--- config.mk ---
export PLATFORM = sky130hd
export DESIGN_NAME = if_fetch
export DESIGN_NICKNAME = d
export VERILOG_FILES = /design/src/rtl/mips_pkg.sv /design/src/rtl/if_fetch_pc_reg.sv /design/src/rtl/if_fetch.sv
export SDC_FILE = /design/constraint.sdc
export NUM_CORES = 1
export LEC_CHECK = 0
export ABC_AREA = 1
export CORE_MARGIN = 8
export CORE_UTILIZATION = 55
export DETAILED_ROUTE_END_ITERATION = 6
export DONT_BUFFER_PORTS = 1
export PLACE_DENSITY = 0.66
export SYNTH_ARGS = -nofsm -noshare
export SYNTH_HDL_FRONTEND = slang
export SYNTH_SLANG_ARGS = --single-unit
--- constraint.sdc ---
create_clock -name clk -period 4 [get_ports clk]
set_input_delay 0.8 -clock clk [delete_from_list [all_inputs] [get_ports clk]]
set_output_delay 0.8 -clock clk [all_outputs]
set_load 0.01 [all_outputs]
--- src/rtl/mips_pkg.sv ---
// mips_pkg: definitions shared by the instruction-fetch stage.
//   fetch_state_e : fetch FSM states (IDLE, REQ, HOLD, DRAIN)
//   INSTR_W       : instruction / address width
//   PC_INC        : sequential PC step
//   NOP           : empty instruction word
//   word_align()  : clears the byte-offset bits of an address
package mips_pkg;

    localparam int INSTR_W = 32;
    localparam logic [INSTR_W-1:0] PC_INC = 32'd4;
    localparam logic [INSTR_W-1:0] NOP    = 32'h0000_0000;

    typedef enum logic [1:0] {
        ST_IDLE  = 2'd0,
        ST_REQ   = 2'd1,
        ST_HOLD  = 2'd2,
        ST_DRAIN = 2'd3
    } fetch_state_e;

    function automatic logic [INSTR_W-1:0] word_align(input logic [INSTR_W-1:0] a);
        return {a[INSTR_W-1:2], 2'b00};
    endfunction

endpackage

--- src/rtl/if_fetch_pc_reg.sv ---
// pc_reg: program counter register for the fetch stage.
// Ports:
//   clk, reset : clock, asynchronous active-high reset (pc <= RESET_PC)
//   inc        : advance pc by PC_INC
//   load       : redirect pc to target (takes priority over inc)
//   target     : redirect address, already word-aligned by the caller
//   pc         : current program counter
module pc_reg
    import mips_pkg::*;
#(
    parameter logic [31:0] RESET_PC = 32'h0000_0000
) (
    input  logic        clk,
    input  logic        reset,
    input  logic        inc,
    input  logic        load,
    input  logic [31:0] target,
    output logic [31:0] pc
);

    always_ff @(posedge clk or posedge reset) begin
        if (reset) begin
            pc <= RESET_PC;
        end else if (load) begin
            pc <= target;
        end else if (inc) begin
            pc <= pc + PC_INC;   // modulo 2^32, wraps silently
        end
    end

endmodule

--- src/rtl/if_fetch.sv ---
// if_fetch: instruction-fetch stage, writer side of the IF/ID register.
// Owns the PC, runs a req/ack handshake with instruction memory, loads IF/ID
// with a one-cycle le strobe, holds a fetched word while stalled, and turns
// taken branches into a PC redirect plus a one-cycle clear strobe.
// Ports:
//   clk, reset               : clock, asynchronous active-high reset
//   stall                    : hazard unit forbids loading IF/ID
//   branch_taken/_target     : redirect request (target low bits ignored)
//   imem_req/imem_addr       : fetch request and address (decoded from state)
//   imem_ack/imem_rdata      : memory response
//   le, clear                : IF/ID load / flush strobes
//   instruccionOut, PC4Out   : fetched word and its address + 4
//   pc                       : current fetch PC
//   align_err                : only with IF_FETCH_ALIGN_CHECK_EN; sticky flag
//                              for a branch target with nonzero low bits
// Build option: `define IF_FETCH_ALIGN_CHECK_EN adds align_err.
module if_fetch
    import mips_pkg::*;
#(
    parameter logic [31:0] RESET_PC = 32'h0000_0000
) (
    input  logic        clk,
    input  logic        reset,
    input  logic        stall,
    input  logic        branch_taken,
    input  logic [31:0] branch_target,
    output logic        imem_req,
    output logic [31:0] imem_addr,
    input  logic        imem_ack,
    input  logic [31:0] imem_rdata,
    output logic        le,
    output logic        clear,
    output logic [31:0] instruccionOut,
    output logic [31:0] PC4Out,
`ifdef IF_FETCH_ALIGN_CHECK_EN
    output logic        align_err,
`endif
    output logic [31:0] pc
);

    fetch_state_e state, state_nx;

    logic        pc_inc;
    logic        pc_load;
    logic        le_nx;
    logic        clear_nx;
    logic        take_mem;     // deliver the memory word straight to IF/ID
    logic        take_hold;    // deliver the word parked during a stall
    logic        cap_hold;
    logic        cap_drain;
    logic [31:0] hold_word;
    logic [31:0] drain_addr;   // address of the access that cannot be aborted
    logic [31:0] target_al;

    assign target_al = word_align(branch_target);

    pc_reg #(
        .RESET_PC (RESET_PC)
    ) u_pc_reg (
        .clk    (clk),
        .reset  (reset),
        .inc    (pc_inc),
        .load   (pc_load),
        .target (target_al),
        .pc     (pc)
    );

    // Memory-side outputs are decoded so the address is stable for the
    // whole request without an extra register stage.
    assign imem_req  = (state == ST_REQ) || (state == ST_DRAIN);
    assign imem_addr = (state == ST_DRAIN) ? drain_addr : pc;

    always_ff @(posedge clk or posedge reset) begin
        if (reset) begin
            state <= ST_IDLE;
        end else begin
            state <= state_nx;
        end
    end

    // Branch beats stall, stall beats delivery; le and clear are exclusive.
    always_comb begin
        state_nx  = state;
        pc_inc    = 1'b0;
        pc_load   = 1'b0;
        le_nx     = 1'b0;
        clear_nx  = 1'b0;
        take_mem  = 1'b0;
        take_hold = 1'b0;
        cap_hold  = 1'b0;
        cap_drain = 1'b0;
        case (state)
            ST_IDLE: begin
                state_nx = ST_REQ;
            end
            ST_REQ: begin
                if (branch_taken) begin
                    pc_load  = 1'b1;
                    clear_nx = 1'b1;
                    if (!imem_ack) begin
                        state_nx  = ST_DRAIN;
                        cap_drain = 1'b1;
                    end
                end else if (imem_ack) begin
                    pc_inc = 1'b1;
                    if (stall) begin
                        cap_hold = 1'b1;
                        state_nx = ST_HOLD;
                    end else begin
                        le_nx    = 1'b1;
                        take_mem = 1'b1;
                    end
                end
            end
            ST_HOLD: begin
                if (branch_taken) begin
                    pc_load  = 1'b1;
                    clear_nx = 1'b1;
                    state_nx = ST_REQ;
                end else if (!stall) begin
                    le_nx     = 1'b1;
                    take_hold = 1'b1;
                    state_nx  = ST_REQ;
                end
            end
            ST_DRAIN: begin
                if (branch_taken) begin
                    pc_load  = 1'b1;
                    clear_nx = 1'b1;
                end
                if (imem_ack) begin
                    state_nx = ST_REQ;
                end
            end
            default: begin
                state_nx = ST_IDLE;
            end
        endcase
    end

    always_ff @(posedge clk or posedge reset) begin
        if (reset) begin
            le             <= 1'b0;
            clear          <= 1'b0;
            instruccionOut <= NOP;
            PC4Out         <= '0;
        end else begin
            le    <= le_nx;
            clear <= clear_nx;
            if (take_mem) begin
                instruccionOut <= imem_rdata;
                PC4Out         <= pc + PC_INC;
            end else if (take_hold) begin
                // pc already advanced past the held word when it was captured
                instruccionOut <= hold_word;
                PC4Out         <= pc;
            end
        end
    end

    always_ff @(posedge clk) begin
        if (cap_hold) begin
            hold_word <= imem_rdata;
        end
        if (cap_drain) begin
            drain_addr <= pc;
        end
    end

`ifdef IF_FETCH_ALIGN_CHECK_EN
    always_ff @(posedge clk or posedge reset) begin
        if (reset) begin
            align_err <= 1'b0;
        end else if (branch_taken && (branch_target[1:0] != 2'b00)) begin
            align_err <= 1'b1;
        end
    end
`else
    logic unused_target_lo;
    assign unused_target_lo = ^branch_target[1:0];
`endif

endmodule
==> impl_metrics.toml <==
[routing]
first_pass_iters = 5
dr_total_vias = 6019
wl_per_cell_um = 20.3
drc = 0
totalWireLength_um = 21400
drt_iter0_markers = 545
ant_nets = 0
vias_per_cell = 5.71

[pwr]
peakVddDrop_mv = 0.378
seq_power_share_pct = 47.9
switchingPower_w = 0.00269
p_int_w = 0.00374
powerDensity_nw_per_um2 = 790
swShare_pct = 41.8
leakagePower_nw = 3.51
combPwrFrac_pct = 26.6
p_clk_share_pct = 25.5
power_w = 0.00643

[setup_path]
worstPathRequired_ps = 3200
slowest_stage = "ha_2"
critical-path-max-stage-delay_ps = 930
crit_family = "adder cells"
critPathKind = "reg -> out"
worst-path-max-fanout = 61
path_depth = 2
worstRegToRegCells = 8
cp.buffers_inverters = 0
arrival_ps = 2330
path_cells = "ha_2, o21ai_0"
critPathCaptureType = "output pin"
start_kind = "flop"

[floorplan]
start_util_pct = 56.5
die-area_um2 = 17600
design.core.area_um2 = 13200
die_w_um = 133
num_io_pins = 200
std_cell_rows = 42
die_y_um = 133

[logic_synthesis]
syn_area_um2 = 7480
synth_cells = 876
synthMuxAreaShare_pct = 0
ys_types = 30
yosys.area_share.adder_pct = 0.836
synth_top_area_share_pct = 32.1
synth-seq-cells = 158
yosys.area_share.simple_pct = 28.4
syn-mean-instance-area_um2 = 8.54
yosys_warnings = 0
synth-compound-area-share_pct = 6.59
ys_seq_area_share_pct = 57.0
synth_xor_area_share_pct = 0.820
synthTopCellsByArea = "dfrtp_1 32%, edfxtp_1 25%, nand2_1 18%, nand3_1 6.7%, o21ai_0 4.3%"
synth_top_family_by_area = "simple AND/OR/NAND/NOR gates"
synth_area_leader_cell = "dfrtp_1"

[clocking]
cts.htree.levels = 4
postCtsSetupBuffers = 0
cts_buffers = 17
hold_buffers = 0
cts_tree = "done"
clk_latency_ps = 420
post_cts_resized = 0
cts_sinks = 158
cts-root-buf = "clkbuf_16"
clk_path_buf_depth = 2
clkTransAtPathRegs_ps = 60

[place]
place_area_um2 = 7550
place_congestion = 0.858
io_buffer_count = 0
dpl.hpwl_um = 14800

[timing]
final.setup.tns_ps = 0
holdWs_ps = 333
skew_ps = 6.74
fmax_ghz = 0.319
finalCritPeriodShare_pct = 78.3
fin_crit_ps = 3130
setup_viol = 0
slew_headroom_pct = 28.7
rsz0062_at_grt = "no"
tightest_slew_ps = 1070
report.final.slew_viol_count = 0
finalHoldViolations = 0

[status]
status = "completed"

[finish]
layout_commonest_cell = "nand2_1"
fin_area_um2 = 8140
drive_above_1_share_pct = 6.60
final_cell_mix = "355 x nand2_1, 100 x nand3_1, 96 x dfrtp_1"
area.growth.synth_to_final_pct = 8.83
post-route-util_pct = 61.5
diodes = 0
nets = 940
reg_top3 = "hold_word (32), instruccionOut (32)"

[hold_path]
worstHoldPathType = "in -> async"

[global_routing]
grt_overflow_total = 0
grt_pass1_vias = 6011
antenna_found_initial = 0
grt_max_degree = 62
grt_pass1_wl_um = 33500
grtUsageTotal_pct = 24.3

[job]
cap_violations = 0
## worst paths after layout
check	slack, ps	start	to
setup / recovery	870	state[1]	imem_addr[27]
hold / removal	330	reset	instruccionOut[1]
setup reg to reg	1350	state[0]	PC4Out[7]
hold reg to reg	460	hold_word[27]	instruccionOut[27]
max in group asynchronous	2810	reset	instruccionOut[3]
min in group clk	460	hold_word[27]	instruccionOut[27]
## cell type report
cell class | count | area, µm²
multi-input combinational | 624 | 2780
timing repair buffer | 9 | 67.6
sequential | 158 | 4260
fill | 1179 | 5100
inverter | 56 | 213
clock inverter | 14 | 166
clock buffer | 18 | 429
tap | 176 | 220
## per-stage QoR
step                      setup slack, ps  cells
after floorplan                       695    881
after detailed placement             1160   1023
after CTS                             894   1055
after global routing                  701   1055
after global placement               1240   1023
final                                 869   1055
## layer usage
layer / share of wire (%) / track usage [%] / wire (µm) / vias to the layer above
met3: 13 / 10.4 / 2700 / 43
met2: 46 / 37.8 / 9930 / 309
met1: 38 / 29.1 / 8220 / 2841
met4: 2.5 / 9.78 / 541 / 0
li1: - / - / - / 2826
met5: 0 / 0 / 0 / -
## worst reg2reg max path, cell delays in order, from the launching register on
cell and delay (ps):
dfrtp_1 430, inv_1 100, ha_1 180, nand3_2 320, inv_2 350, nand2_1 340
inv_2 590, nand2_1 110, o211ai_1 120
## kinds of logic (layout without fill, tap and decap cells)
family | after synthesis | in the layout
adder cells (fa/ha/maj) | 5 | 5
other | 1 | 6
flip-flops | 158 | 158
AO/OA/AOI/OAI | 89 | 89
AND/OR/NAND/NOR | 517 | 517
XOR/XNOR | 7 | 7
buffers and inverters | 99 | 97
## power groups by stage
stage / combinational (W) / sequential [W] / clock [W]
after global routing: 0.00195 / 0.00316 / 0.00172
after CTS: 0.00171 / 0.00309 / 0.00167
after floorplan: 0.00135 / 0.00285 / 0
final: 0.00171 / 0.00308 / 0.00164
after detailed placement: 0.00170 / 0.00312 / 0
after global placement: 0.00164 / 0.00309 / 0
## synth_stat cells, drive strengths merged
cell and count:
ha 5, a21oi 4, o21ai 67, edfxtp 62, clkbuf 17, nand3b 1, buf 26, xor2 7
nand4 1, nand3 101, o211ai 11, dfrtp 96, nor2 53, o31ai 1, inv 56, o22ai 2
conb 1, or2 3, and2 2, o221ai 4, nand2 356
No activity file was read; power rests on OpenSTA's default activity.
